==> config.mk <==
export PLATFORM = sky130hd
export DESIGN_NAME = sc_regmode_general
export DESIGN_NICKNAME = d
export VERILOG_FILES = /design/src/rtl/sc_regmode_general.sv
export SDC_FILE = /design/constraint.sdc
export NUM_CORES = 1
export LEC_CHECK = 0
export ABC_AREA = 1
export BUFFER_PORTS_ARGS = -buffer_cell sky130_fd_sc_hd__buf_2
export CAP_MARGIN = 30
export CORE_ASPECT_RATIO = 1.25
export CORE_MARGIN = 10
export CORE_UTILIZATION = 52
export DETAILED_ROUTE_END_ITERATION = 8
export GPL_ROUTABILITY_DRIVEN = 0
export PLACE_DENSITY = 0.81
export SETUP_SLACK_MARGIN = 0.5
export SKIP_LAST_GASP = 1
export SYNTH_ARGS = -nofsm -noshare
export SYNTH_HDL_FRONTEND = slang
export SYNTH_SLANG_ARGS = --single-unit
==> constraint.sdc <==
create_clock -name SC_RegGENERAL_CLOCK_50 -period 3.8 [get_ports SC_RegGENERAL_CLOCK_50]
set_input_delay 0.57 -clock SC_RegGENERAL_CLOCK_50 [delete_from_list [all_inputs] [get_ports SC_RegGENERAL_CLOCK_50]]
set_output_delay 0.57 -clock SC_RegGENERAL_CLOCK_50 [all_outputs]
set_load 0.005 [all_outputs]
==> src/rtl/sc_regmode_general.sv <==
// sc_regmode_general: multi-word register bank with per-word load/shift/rotate/count
// operations, a shared carry flag and a combinational read port.
module sc_regmode_general #(
    parameter int RegMODE_DATAWIDTH  = 8,
    parameter int RegMODE_DEPTH      = 4,
    parameter int RegMODE_RESETVALUE = 15,
    parameter int RegMODE_ADDRWIDTH  = (RegMODE_DEPTH > 2) ? $clog2(RegMODE_DEPTH) : 1
) (
    input  logic                         SC_RegGENERAL_CLOCK_50,
    input  logic                         SC_RegGENERAL_RESET_InHigh,
    input  logic                         SC_RegMODE_clear_InLow,
    input  logic                         SC_RegMODE_load_InLow,
    input  logic [2:0]                   SC_RegMODE_mode_InBUS,
    input  logic [RegMODE_ADDRWIDTH-1:0] SC_RegMODE_wrAddr_InBUS,
    input  logic [RegMODE_ADDRWIDTH-1:0] SC_RegMODE_rdAddr_InBUS,
    input  logic [RegMODE_DATAWIDTH-1:0] SC_RegMODE_data_InBUS,
    input  logic                         SC_RegMODE_serial_In,
    output logic [RegMODE_DATAWIDTH-1:0] SC_RegMODE_data_OutBUS,
    output logic                         SC_RegMODE_carry_Out,
    output logic                         SC_RegMODE_zero_Out
);
    localparam int W = RegMODE_DATAWIDTH;

    logic [W-1:0] bank [RegMODE_DEPTH];
    logic [W-1:0] curWord, nextWord;
    logic         nextCarry, wrValid, rdValid, writeEn;

    assign wrValid = 32'(SC_RegMODE_wrAddr_InBUS) < RegMODE_DEPTH;
    assign rdValid = 32'(SC_RegMODE_rdAddr_InBUS) < RegMODE_DEPTH;
    assign curWord = wrValid ? bank[SC_RegMODE_wrAddr_InBUS] : '0;
    assign writeEn = wrValid && (!SC_RegMODE_clear_InLow || !SC_RegMODE_load_InLow);

    always_comb begin
        nextWord  = curWord;
        nextCarry = SC_RegMODE_carry_Out;
        case (SC_RegMODE_mode_InBUS)
            3'b000: nextCarry = 1'b0;
            3'b001: {nextCarry, nextWord} = {1'b0, SC_RegMODE_data_InBUS};
            3'b010: {nextCarry, nextWord} = {curWord, SC_RegMODE_serial_In};
            3'b011: {nextWord, nextCarry} = {SC_RegMODE_serial_In, curWord};
            3'b100: {nextCarry, nextWord} = {curWord[W-1], curWord[W-2:0], curWord[W-1]};
            3'b101: {nextCarry, nextWord} = {curWord[0], curWord[0], curWord[W-1:1]};
            3'b110: {nextCarry, nextWord} = {&curWord, curWord + 1'b1};
            default: {nextCarry, nextWord} = {~|curWord, curWord - 1'b1};
        endcase
        // clear outranks any operation selected on the same edge
        if (!SC_RegMODE_clear_InLow) {nextCarry, nextWord} = '0;
    end

    always_ff @(posedge SC_RegGENERAL_CLOCK_50 or posedge SC_RegGENERAL_RESET_InHigh) begin
        if (SC_RegGENERAL_RESET_InHigh) begin
            for (int i = 0; i < RegMODE_DEPTH; i++) bank[i] <= W'(RegMODE_RESETVALUE);
            SC_RegMODE_carry_Out <= 1'b0;
        end else if (writeEn) begin
            bank[SC_RegMODE_wrAddr_InBUS] <= nextWord;
            SC_RegMODE_carry_Out          <= nextCarry;
        end
    end

    assign SC_RegMODE_data_OutBUS = rdValid ? bank[SC_RegMODE_rdAddr_InBUS] : '0;
    assign SC_RegMODE_zero_Out    = SC_RegMODE_data_OutBUS == '0;
endmodule

Yosys cells after proc, flatten, opt, wreduce, memory -nomap -nowiden --
Index checks and enable logic that the tools add are counted.
Storage, ports and cells: register bits after elaboration 33, input port bits 20, word-level logic and storage cells 43
Operators by class: reductions and logical operators 12, eq/ne operators 6, $lt $le $gt $ge 3, add/sub/neg operators 2, bitwise logic cells 2, multiplexer cells 13
Operator list (number):
- one-hot mux 8 bit (7 select lines) | 1
- 2-to-1 mux 8 bit | 6
- binary-select mux 8 bit (select 2 bit) | 2
- bitwise mux 32 bit | 1
- demux 8 bit (select 2 bit) | 1
- equality test 3 bit, second input constant | 3
- adder 8 x 1 -> 8 bit, second input constant | 1
- logical NOT 8 bit | 1
- AND reduction 8 bit | 1
- OR reduction 8 bit | 1
- subtractor 8 x 1 -> 8 bit, second input constant | 1
- equality test 3 x 2 -> 1 bit, second input constant | 2
- greater-or-equal comparator 3 bit, second input constant | 2
- inverter 2 -> 3 bit | 2
- OR reduction 2 bit | 3
- one-hot mux 1 bit (4 select lines) | 1
- equality test 3 x 1 -> 1 bit, second input constant | 1
- logical NOT 1 bit | 3
- logical NOT 3 bit | 1
- less-than comparator 3 x 1 -> 1 bit, second input constant | 1
- logical AND 1 bit | 1
- logical OR 1 bit | 1
- 2-to-1 mux 1 bit | 1

Logic depth before layout (Yosys ltp) --
depth in word-level cells 8, gate-level depth with buffers 17, depth with buffers taken out 16

Worst setup path after synthesis --
No wires, ideal clock.
path type input to register, from input port SC_RegMODE_mode_InBUS[2], to register bank[12] (netlist bit), slack 1.504 ns, required time 3.717 ns, buffers on the path 1, arrival time 2.213 ns, setup time 0.083 ns, cell stages on the path 9, cells stage by stage buf_2 > nand3_1 > fa_1 > a21oi_1 > o21ai_0 > xor2_1 > nand2_1 > nand3_1 > o21ai_0
On the way: longest elaborated chain between the ends 4, elaborated cells between the ends (all ways) 10
RTL lines:
- from (decl) | RTL line 13 | input logic [2:0] SC_RegMODE_mode_InBUS,
- equality test 3 bit, or another cell as far along | RTL line 36 | case (SC_RegMODE_mode_InBUS)
- one-hot mux 8 bit (7 select lines) (*) | RTL line 36
- 2-to-1 mux 8 bit (*) | RTL line 47 | if (!SC_RegMODE_clear_InLow) {nextCarry, nextWord} = '0;
- bitwise mux 32 bit (*) | RTL line 55 | bank[SC_RegMODE_wrAddr_InBUS] <= nextWord;
- to (signal, indexed assignment) | RTL line 55
- to (decl) | RTL line 24 | logic [W-1:0] bank [RegMODE_DEPTH];
Every way passes the cells marked *; elsewhere a longest branch is shown, timed or not. A chain may end at the register's enable or synchronous reset.

Final worst setup path --
from input port SC_RegMODE_wrAddr_InBUS[0], to register bank[28] (netlist bit)
On the way: longest elaborated chain between the ends 8, elaborated cells between the ends (all ways) 14
RTL lines:
- from (decl) | RTL line 14 | input logic [RegMODE_ADDRWIDTH-1:0] SC_RegMODE_wrAddr_InBUS,
- inverter 2 -> 3 bit (implied by the code) (*) | RTL line 30, 55
- binary-select mux 8 bit (select 2 bit) | RTL line 30 | assign curWord = wrValid ? bank[SC_RegMODE_wrAddr_InBUS] : '0;
- 2-to-1 mux 8 bit (implied by the code) (2 in series) | RTL line 30
- subtractor 8 x 1 -> 8 bit / adder 8 x 1 -> 8 bit (equally long branches) | RTL line 44, 43
- one-hot mux 8 bit (7 select lines) | RTL line 36
- 2-to-1 mux 8 bit | RTL line 47
- bitwise mux 32 bit (*) | RTL line 55
Every way passes the cells marked *; elsewhere a longest branch is shown, timed or not. The select of a mux whose other input is x is not followed.

==> impl_results.md <==
* Status: finished, final reports clean
* GRT met3 Usage at 2.55%
* Yosys warns at 0
* CTS H-tree lvls at 2
* Max Root-Sink Buffers at 2
* Post-route ant nets at 0
* # rows at 29
* R2r setup slk at 1.62 ns
* Met1 Resource Use GR at 21.7%
* HPWL Detailed at 5.64 mm
* Maximum number of pins on one net before global-route repair at 26
* WL/cell at 14.1 um
* Footprint of the multi-input gates at 1660 um^2
* Final Total Pwr at 1.22 mW
* Fill cells at 498
* GR peak layer: met2
* Highest clock rate at 0.397 GHz
* Commonest cells in the netlist: nand2_1, inv_1, nand3_1
* Final hold slack at 0.372 ns
* RSZ-0062 raised after global routing: false
* Vias per cell at 5.49
* Finished Core Util at 59.6%
* Die area at 8750 um^2
* GR Layer Usage met2 at 29.2%
* Hold buffers post-CTS at 0
* #FFs+latches synth at 33
* Most common cell in the synthesized netlist: nand2_1
* Max-slew headroom at 59.8%
* Top post-synthesis cells by area: nand2_1, dfrtp_1, dfstp_2
* Die Ht at 102 um
* PwrDens at 397 nW/um^2
* Cell mode on critical path: nand2_1
* Crit-path cells: buf_2, inv_4, nand2_1, nand2_1, nand2_1, nand2_2, fa_1, a21oi_1, o21ai_0, xor2_1, nand2_1, nand3_1, o21ai_0
* I/O pins at 30
* Req. time, crit path at 4.00 ns
* Core area at 5150 um^2
* Fin nets at 488
* # resized after CTS at 0
* Leak at 1.61 nW
* Hold Fails Final Rpt at 0
* Area fraction of the dominant cell type after synthesis at 23.7%
* Final WL at 7.39 mm
* FF-to-FF path depth at 11
* Sequential area share after synthesis at 30.1%
* Final setup violation count at 0
* Layout area overhead at 9.45%
* Number of synthesized flops with an enable pin at 0
* CTS tree: done
* First-pass GRT wire length at 12.7 mm
* Clk sinks at 33
* Synth unique cells at 36
* Mapped Area at 2810 um^2
* HP Class: input port to asynchronous set/reset pin
* Area leader, netlist: nand2_1
* CTS Root Cell: clkbuf_8
* FFs w/ async S/R, synth at 100%
* Post-Syn Area per Cell at 6.42 um^2
* Setup slack after layout at 1.28 ns
* Worst Tran Pin Value at 0.600 ns
* Vias in the first global route at 2711
* Critical Path End Type: flip-flop
* Crit path DAT at 2.72 ns
* Initial antenna violation count at 0
* Global Route Usage Sum at 17.6%
* Max cap viols at 0
* Worst Setup Path Type: input port to flip-flop
* Worst-Skew Late Latency at 0.29 ns
* CTS clk-pin slew, worst paths at 0.07 ns
* Worst-path fanout max at 25
* PortBufs at 29
* Maximum VDD drop at 0.000198 V
* Reg area at 846 um^2
* Worst R2R End: bank[28]
* Overflow after GRT at 0
* Ant diodes at 0
* Post-CTS setup buffers at 0
* Chip Width at 85.7 um
* Crit start category: input port
* Crit-path max cell delay at 0.48 ns
* TritonCTS buffer count at 5
* Worst Clk Skew at 0.00582 ns
* Layout cell share with drive strength beyond 1 at 20.1%
* Starting Density at 54.5%
* Slowest CP cell: fa_1
* Setup_tns at 0 ns
* Ys flop type: dfrtp_1
* Iter 0 DRT Violations at 278
* Drt drc at 0
* Worst R2R Start: bank[25]
* Vias post-DR at 2875
* Final worst path period share at 66.3%
* Syn Inst Count at 437
* First drt pass iteration count at 4
* Fin crit period at 2.52 ns
* Final slew viol count at 0
* Post-place setup slack at 1.01 ns
* Mapped Nets at 464
registers in the layout (all words and copies together) (netlist names):
signal                cells
SC_RegMODE_carry_Out      1
bank                     32
report_power, final:
part | internal [mW] | switching (mW)
registers | 0.420 | 0.0456
logic | 0.156 | 0.278
clock network | 0.187 | 0.134
total | 0.764 | 0.457
cells by family (layout without fill, tap and decap cells):
family	after synthesis	count (layout)	share of synthesized area, %
compound gates	71	71	14.6
xor+xnor	1	1	0.312
fa+ha+maj	7	7	3.39
buf+inv	66	91	10.7
flops	33	33	30.1
simple gates	259	259	40.8
placed cells by master (no fill, tap or decap), types with 2 or more instances in the layout:
cell,netlist,routed
o211ai_2,2,2
nor2_2,2,2
nand4_1,8,8
nand2_2,13,13
nand2_4,2,2
a32o_1,2,2
dfrtp_1,17,17
o21ai_1,16,16
clkbuf_8,0,6
o21ai_2,4,4
nand3_2,5,5
or2_2,2,2
o21ai_0,20,20
nand2_1,177,177
ha_1,6,6
dfstp_2,16,16
buf_2,3,29
inv_1,46,46
nor2_1,14,14
nand3_1,32,32
a21oi_1,23,23
inv_2,5,5
how the worst max path moves through the flow:
stage | start | to | slack, ns | cells past startpoint
after floorplan | SC_RegMODE_mode_InBUS[2] | bank[12] | 1.50 | 9
after global placement | SC_RegMODE_wrAddr_InBUS[0] | bank[28] | 1.05 | 13
after detailed placement | SC_RegMODE_wrAddr_InBUS[0] | bank[28] | 1.01 | 13
after CTS | SC_RegMODE_wrAddr_InBUS[0] | bank[28] | 1.31 | 13
after global routing | SC_RegMODE_wrAddr_InBUS[0] | bank[20] | 1.07 | 13
final | SC_RegMODE_wrAddr_InBUS[0] | bank[28] | 1.28 | 13
stage by stage:
| step | instances | area, um^2 |
|---|---|---|
| global placement | 515 | 2930 |
| CTS | 524 | 3070 |
| detailed placement | 516 | 2960 |
| global route | 524 | 3070 |
| floorplan | 437 | 2810 |
| finish | 524 | 3070 |
cell type report:
| type | count | share of cell area, % |
|---|---|---|
| Tap cell | 62 | 2.53 |
| Inverter | 52 | 6.44 |
| Multi-Input combinational cell | 338 | 54.0 |
| Sequential cell | 33 | 27.5 |
| Timing Repair Buffer | 31 | 5.87 |
| Clock buffer | 8 | 3.63 |
routing by layer:
| layer | share of wire, % | vias up |
|---|---|---|
| li1 | - | 1445 |
| met1 | 43 | 1289 |
| met2 | 47 | 122 |
| met3 | 6.3 | 19 |
| met4 | 2.9 | 0 |
| met5 | 0 | - |
worst max-delay path, delay by kind of cell:
family | cells | cell delay, ns
buf+inv | 2 | 0.54
xor+xnor | 1 | 0.17
fa+ha+maj | 1 | 0.48
compound gates | 3 | 0.44
simple gates | 6 | 0.53
(Power assumes the default switching activity.)
